===== src/rtl/mm_bram_port_arbiter.sv =====
// Arbiter sharing the Montgomery multiplier's single BRAM port between the MM core (r0)
// and the operand loader (r1): round-robin with lock, hold limit, and tagged read returns.
module mm_bram_port_arbiter #(
  parameter int ADDR_WIDTH   = 32,
  parameter int DATA_WIDTH   = 17,
  parameter int READ_LATENCY = 2,
  parameter int MAX_HOLD     = 64
) (
  input  logic                  clock_i,
  input  logic                  reset_i,
  input  logic                  r0_req_i,
  input  logic                  r0_lock_i,
  input  logic                  r0_we_i,
  input  logic [ADDR_WIDTH-1:0] r0_addr_i,
  input  logic [DATA_WIDTH-1:0] r0_din_i,
  output logic                  r0_gnt_o,
  output logic                  r0_rvalid_o,
  output logic [DATA_WIDTH-1:0] r0_dout_o,
  input  logic                  r1_req_i,
  input  logic                  r1_lock_i,
  input  logic                  r1_we_i,
  input  logic [ADDR_WIDTH-1:0] r1_addr_i,
  input  logic [DATA_WIDTH-1:0] r1_din_i,
  output logic                  r1_gnt_o,
  output logic                  r1_rvalid_o,
  output logic [DATA_WIDTH-1:0] r1_dout_o,
  output logic                  BRAM_en_o,
  output logic                  BRAM_we_o,
  output logic [ADDR_WIDTH-1:0] BRAM_addr_o,
  output logic [DATA_WIDTH-1:0] BRAM_din_o,
  input  logic [DATA_WIDTH-1:0] BRAM_dout_i
);

  // One-hot owner encoding lets each grant come straight off a state flop.
  typedef enum logic [1:0] {IDLE = 2'b00, OWN0 = 2'b01, OWN1 = 2'b10} state_t;

  localparam int            HW        = $clog2(MAX_HOLD + 2);
  localparam logic [HW-1:0] HOLD_LAST = HW'(MAX_HOLD == 0 ? 0 : MAX_HOLD - 1);
  localparam bit            HOLD_EN   = (MAX_HOLD != 0);

  state_t                state;
  logic                  last_served;
  logic [HW-1:0]         hold_cnt;
  logic [READ_LATENCY:0] tag_vld;
  logic [READ_LATENCY:0] tag_id;

  logic                  owner;
  logic                  cur_req;
  logic                  cur_lock;
  logic                  cur_we;
  logic                  oth_req;
  logic [ADDR_WIDTH-1:0] cur_addr;
  logic [DATA_WIDTH-1:0] cur_din;
  logic                  accept;
  logic                  release_now;

  always_comb begin
    owner       = state[1];
    cur_req     = owner ? r1_req_i  : r0_req_i;
    cur_lock    = owner ? r1_lock_i : r0_lock_i;
    cur_we      = owner ? r1_we_i   : r0_we_i;
    cur_addr    = owner ? r1_addr_i : r0_addr_i;
    cur_din     = owner ? r1_din_i  : r0_din_i;
    oth_req     = owner ? r0_req_i  : r1_req_i;
    accept      = (state != IDLE) && cur_req;
    // A forced release still accepts the owner's access; a voluntary one has none.
    release_now = (state != IDLE) && !cur_lock &&
                  (!cur_req || (HOLD_EN && oth_req && hold_cnt == HOLD_LAST));
  end

  // NOTE: all state below updates with non-blocking assignments so every flop samples
  // pre-edge values regardless of statement order.
  always_ff @(posedge clock_i or posedge reset_i) begin
    if (reset_i) begin
      state       <= IDLE;
      last_served <= 1'b1;
      hold_cnt    <= '0;
      tag_vld     <= '0;
      tag_id      <= '0;
      BRAM_en_o   <= 1'b0;
      BRAM_we_o   <= 1'b0;
      BRAM_addr_o <= '0;
      BRAM_din_o  <= '0;
    end else begin
      BRAM_en_o <= accept;
      BRAM_we_o <= accept && cur_we;
      if (accept) begin
        BRAM_addr_o <= cur_addr;
        BRAM_din_o  <= cur_din;
      end
      tag_vld <= {tag_vld[READ_LATENCY-1:0], accept && !cur_we};
      tag_id  <= {tag_id[READ_LATENCY-1:0], owner};

      case (state)
        IDLE: begin
          hold_cnt <= '0;
          if (r0_req_i && (!r1_req_i || last_served)) state <= OWN0;
          else if (r1_req_i)                          state <= OWN1;
        end
        OWN0, OWN1: begin
          if (release_now) begin
            last_served <= owner;
            hold_cnt    <= '0;
            if (oth_req) state <= owner ? OWN0 : OWN1;
            else         state <= IDLE;
          end else if (oth_req && !cur_lock && hold_cnt != {HW{1'b1}}) begin
            hold_cnt <= hold_cnt + HW'(1);
          end
        end
        default: state <= IDLE;
      endcase
    end
  end

  assign r0_gnt_o    = state[0];
  assign r1_gnt_o    = state[1];
  assign r0_rvalid_o = tag_vld[READ_LATENCY] && !tag_id[READ_LATENCY];
  assign r1_rvalid_o = tag_vld[READ_LATENCY] &&  tag_id[READ_LATENCY];
  assign r0_dout_o   = BRAM_dout_i;
  assign r1_dout_o   = BRAM_dout_i;

endmodule

===== config.mk =====
export PLATFORM = sky130hd
export DESIGN_NAME = mm_bram_port_arbiter
export DESIGN_NICKNAME = d
export VERILOG_FILES = /design/src/rtl/mm_bram_port_arbiter.sv
export SDC_FILE = /design/constraint.sdc
export NUM_CORES = 1
export LEC_CHECK = 0
export CORE_AREA = 4 4 97 99
export CTS_BUF_LIST = sky130_fd_sc_hd__clkbuf_4 sky130_fd_sc_hd__clkbuf_8
export CTS_CLUSTER_DIAMETER = 120
export DETAILED_ROUTE_END_ITERATION = 7
export DIE_AREA = 0 0 101 103
export DONT_BUFFER_PORTS = 1
export SYNTH_ARGS = -nofsm -noshare
export SYNTH_HDL_FRONTEND = slang
export SYNTH_SLANG_ARGS = --single-unit

===== constraint.sdc =====
create_clock -name clock_i -period 2.54 [get_ports clock_i]
set_clock_uncertainty 0.05 [all_clocks]
set_input_delay 0.381 -clock clock_i [delete_from_list [all_inputs] [get_ports clock_i]]
set_output_delay 0.381 -clock clock_i [all_outputs]
set_load 0.05 [all_outputs]

* Word-level counts from Yosys, hierarchy flattened
Index checks and enable logic that the tools add are counted.
** Storage, ports and cells
- Register bits after elaboration :: 67
- Bits in latches :: 0
- Memory bits (writable) :: 0
- Bits in read-only memories :: 0
- Input port bits :: 123
- Output and inout bits :: 89
- Word-level logic and storage cells :: 57
- Memories kept :: 0
** Operators by class
- Add/sub/neg operators :: 1
- Multiply operators :: 0
- Divide/modulo/power cells :: 0
- Order comparisons :: 0
- Equal/unequal tests :: 7
- Shift-type cells :: 0
- Multiplexer cells :: 15
- Bitwise logic cells :: 0
- Reduce and logical (&&, ||, !) cells :: 25
** Operators by type and width (number)
- 32-bit two-way mux :: 1
- 17-bit two-way mux :: 1
- 7-bit two-way mux :: 2
- 7-bit one-hot mux with 2 select lines :: 1
- 1-bit logical AND :: 11
- 2-bit two-way mux :: 5
- 7-bit by 1-bit adder with 7-bit output, second input constant :: 1
- 7-bit by 6-bit equality test with 1-bit output, second input constant :: 1
- 7-bit != test, second input constant :: 1
- 3-bit != test, second input constant :: 2
- 2-bit AND reduction :: 3
- 1-bit zero test :: 5
- 1-bit two-way mux :: 4
- 2-bit one-hot mux with 2 select lines :: 1
- 2-bit nonzero test :: 2
- 2-bit by 1-bit equality test with 1-bit output, second input constant :: 1
- 2-bit equality test, second input constant :: 1
- 2-bit zero test :: 1
- 1-bit logical OR :: 2
- 2-bit != test, second input constant :: 1
- 2-bit OR reduction :: 1

* Logic depth before layout (Yosys ltp)
- Depth in word-level cells :: 7
- Mapped depth :: 8
- Depth with buffers taken out :: 6

* Worst setup path after synthesis
No wires, ideal clock.
- Path type :: flip-flop to flip-flop
- Start :: register state[1]
- End :: register state[0]
- Setup time :: 0.077 ns
- Arrival time :: 2.245 ns
- Required time :: 2.413 ns
- Setup slack :: 0.168 ns
- Stages on the path, launching flop included :: 9
- Buffers on the path :: 2
- Clock period less this slack :: 2.372 ns
- Cell sequence :: dfrtp_1 -> buf_2 -> inv_1 -> ha_1 -> clkbuf_1 -> o21ai_1 -> o21ai_2 -> or4b_1 -> o21ai_1
** On the way
- Longest elaborated chain between the ends :: 6
- Elaborated cells on any way between the ends :: 21
- Classes of those cells :: eq/ne (4); mux (7); reduce/logical (10)
** RTL lines
- from (decl) :: RTL line 41 : state_t state;
- from (signal assigned) :: RTL line 104 : if (oth_req) state <= owner ? OWN0 : OWN1;
- 1-bit two-way mux (on tied branches) :: RTL line 60, 59, 64
- 1-bit zero test (tied with other cells) :: RTL line 67 : release_now = (state != IDLE) && !cur_lock &&
- 1-bit logical AND or 1-bit logical OR (tied branches) :: RTL line 67, 68
- 1-bit logical AND :: RTL line 67
- 2-bit != test (no line)
- 2-bit AND reduction (no line)
Several ways; a longest one is shown, not always the timed one. The select of a mux whose other input is x is not followed.
A chain may end at the register's enable or synchronous reset.

* Final worst setup path
- Start :: register state[1]
- End :: register hold_cnt[3]
** On the way
- Longest elaborated chain between the ends :: 6
- Elaborated cells on any way between the ends :: 21
- Classes of those cells :: eq/ne (3); mux (5); reduce/logical (13)
** RTL lines
- 1-bit two-way mux (on tied branches) :: RTL line 60, 59, 64
- 1-bit zero test (tied with other cells) :: RTL line 67, 106
- 1-bit logical AND (tied with other cells) :: RTL line 67
- 1-bit logical AND (on tied branches) :: RTL line 67, 106
- 7-bit two-way mux or 3-bit != test (tied branches)
- 7-bit one-hot mux with 2 select lines or 2-bit AND reduction (tied branches)
- to (signal assigned) :: RTL line 107 : hold_cnt <= hold_cnt + HW'(1);
- to (decl) :: RTL line 43 : logic [HW-1:0] hold_cnt;
Several ways; a longest one is shown, not always the timed one.

==> run metrics <==
fin area 3540 µm²; Bufs and invs on worst path 1; Setup WS post-layout 0.432 ns; H-tree depth 3; final worst path period share 83.0%; Max Clk Rate 474 MHz; WP data required 2.72 ns; Total GRT Usage 13.1%; pwr dens 1670 nW/µm²; Die Y 103 µm; Clk pin slew, worst setup/hold paths 0.07 ns; first-pass GRT wire length 10.6 mm; LEAKAGE 1.45 nW; relative max-transition margin 63.3%; drt pass-1 iters 4; Slew @ Worst Pin 0.550 ns; final worst path period need 2.11 ns; hold-critical path depth 1; CP top delay family compound AO/OA/AOI/OAI gates; Netlist cell types 35; Ys Warns 0; CTS Buf Count 9; Worst setup EP type flop; critical path depth 6; Cells after Synth 331; Final HPWL DP 5.04 mm; Final Hold Vio Count 0; CTS tree done; die area 10400 µm²; synthesized net count 457; via count 2246; Final ANT Viol Nets 0; total power 0.00590 W; Reg2Reg Depth 6; crit path DAT 2.29 ns; Residual DRC 0; Worst Setup Start Kind flop; Max Root-Sink Buffers 2; Max Cap Viol 0; DRT met1 WL 2.68 mm; Die W 101 µm; worst hold path class input port to flop; P&R area growth vs syn 4.97%; crit path kind flop to flop; Antenna diodes 0; FP Rows 34; vias in the first global route 2173; DRT iter0 DRCs 103; post-cts sizing count 0; largest stage delay on the critical path 0.48 ns; IO buf count 0; Syn Area/Cell 10.2 µm²; core area 8550 µm²; post-synthesis instance area 3370 µm²; Setup violations, final 0; Initial Util 39.4%; CP max stage cell buf_4; most frequent cells in the layout dfrtp_1, mux2i_1, nor2_1; # Post-CTS Setup Buffers 0; clock root buffer clkbuf_8; Detail Route met2 WL 3.50 mm; unrepaired setup endpoints after global routing no; flops & latches, synth 67; CP cell instances buf_4, nand2_1, o32ai_2, o31ai_2, nand2b_1, o32ai_1; outcome finished, final reports clean; Setup TNS 0 ns; GRT overflow 0; pin count of the biggest net entering global routing 101; core occupancy in the finished layout 41.4%; pre-CTS setup slack 0.423 ns; clk sink count 67; dpl cell area 3270 µm²; vias per cell 5.45; Worst-Skew Late Latency 0.33 ns; maximum vdd drop 0.850 mV; met3 wire len 676 µm; ratio of cells with drive above 1 in the final layout 10.5%; leading cell type in the layout, fill and taps excluded dfrtp_1; post-synthesis sequential area ratio 49.8%; Max Slew Vio Count 0; Post-Route WL 7.08 mm; Crit Path Max Fanout 27; max layer used met4; total I/O pin count 212; wire per inst 17.2 µm; NumNets Final 425; GP Congestion 0.841; initial antenna violation count 0
==> worst paths after layout <==
check,from,endpoint,slack (ns)
min in group asynchronous,reset_i,BRAM_din_o[6],0.52
max in group asynchronous,reset_i,last_served,1.60
hold / removal,r1_req_i,last_served,0.05
setup reg to reg,state[1],hold_cnt[3],0.43
hold reg to reg,tag_id[1],tag_id[2],0.30
setup / recovery,state[1],hold_cnt[3],0.43
==> area by class of cell <==
| cell class | count | area (µm²) |
|---|---|---|
| Tap cell | 108 | 135 |
| Sequential cell | 67 | 1680 |
| Fill cell | 817 | 5010 |
| Clock buffer | 12 | 165 |
| Inverter | 8 | 30.0 |
| Clock inverter | 4 | 95.1 |
| Timing Repair Buffer | 8 | 87.6 |
| Multi-Input combinational cell | 205 | 1340 |
==> timing repair <==
item | 4_1_cts | 5_1_grt
hold endpoints to repair | 66 | 0
setup endpoints to repair | 0 | 0
hold buffers | 1 | 0
==> kinds of logic (layout without fill, tap and decap cells) <==
kind of cell	Yosys count	after routing	share of synthesized area, %
AO/OA/AOI/OAI	73	73	12.6
adder cells (fa/ha/maj)	3	3	1.11
buffers and inverters	59	32	10.6
flip-flops	67	67	49.8
multiplexers	54	54	16.1
AND/OR/NAND/NOR	75	75	9.84
==> power by group <==
group | switching (W) | internal [W] | total (W)
clock | 0.000401 | 0.000731 | 0.00113
combinational | 0.000933 | 0.000627 | 0.00156
sequential | 0.00171 | 0.00150 | 0.00321
==> cells in the mapped netlist <==
library cell  instances  share of area [%]
nand2b_1              3               0.56
and2_1                2               0.37
o21ai_0               2               0.30
mux2i_1              53                 16
o32ai_1               3               0.78
mux2_2                1               0.33
o31ai_1               3               0.67
nor4b_1               1               0.26
o32ai_2               1               0.48
nor2b_1               1               0.19
o22ai_1               1               0.19
a21oi_1              52                7.7
or3b_1                1               0.26
dfstp_2               1               0.78
a211oi_1              1               0.22
dfrtp_1              66                 49
buf_2                 6               0.89
ha_1                  3                1.1
nor4_2                1               0.37
nand2_1               5               0.56
a31oi_1               2               0.37
o31a_1                1               0.26
o22a_1                1               0.26
nor3_1                2               0.30
o21ai_1               2               0.30
a22oi_1               2               0.45
buf_4                34                7.6
clkbuf_1             11                1.2
o21ai_2               1               0.26
nand3_1               3               0.45
or4_1                 1               0.22
or4b_1                1               0.30
inv_1                 8               0.89
nor2_1               54                6.0
o31ai_2               1               0.37
==> per-layer routing <==
layer / track usage (%) / up-vias
met4: 7.26 / 0
met5: 0 / -
met1: 14.6 / 1039
met2: 22.2 / 125
met3: 4.33 / 27
li1: - / 1055
==> state kept, by name, summed over array words and instances, names as in the netlist <==
register and flops:
BRAM_en_o 1, BRAM_addr_o 32, tag_vld 3, tag_id 3, BRAM_we_o 1, last_served 1, state 2, hold_cnt 7
BRAM_din_o 17
==> metrics by stage <==
stage	hold slack [ns]	cells
finish	0.0512	412
global route	0.0369	412
CTS	0.0270	412
detailed placement	0.286	395
global placement	0.283	395
floorplan	0.281	331
Note: power is estimated with default switching activity, not from simulation.
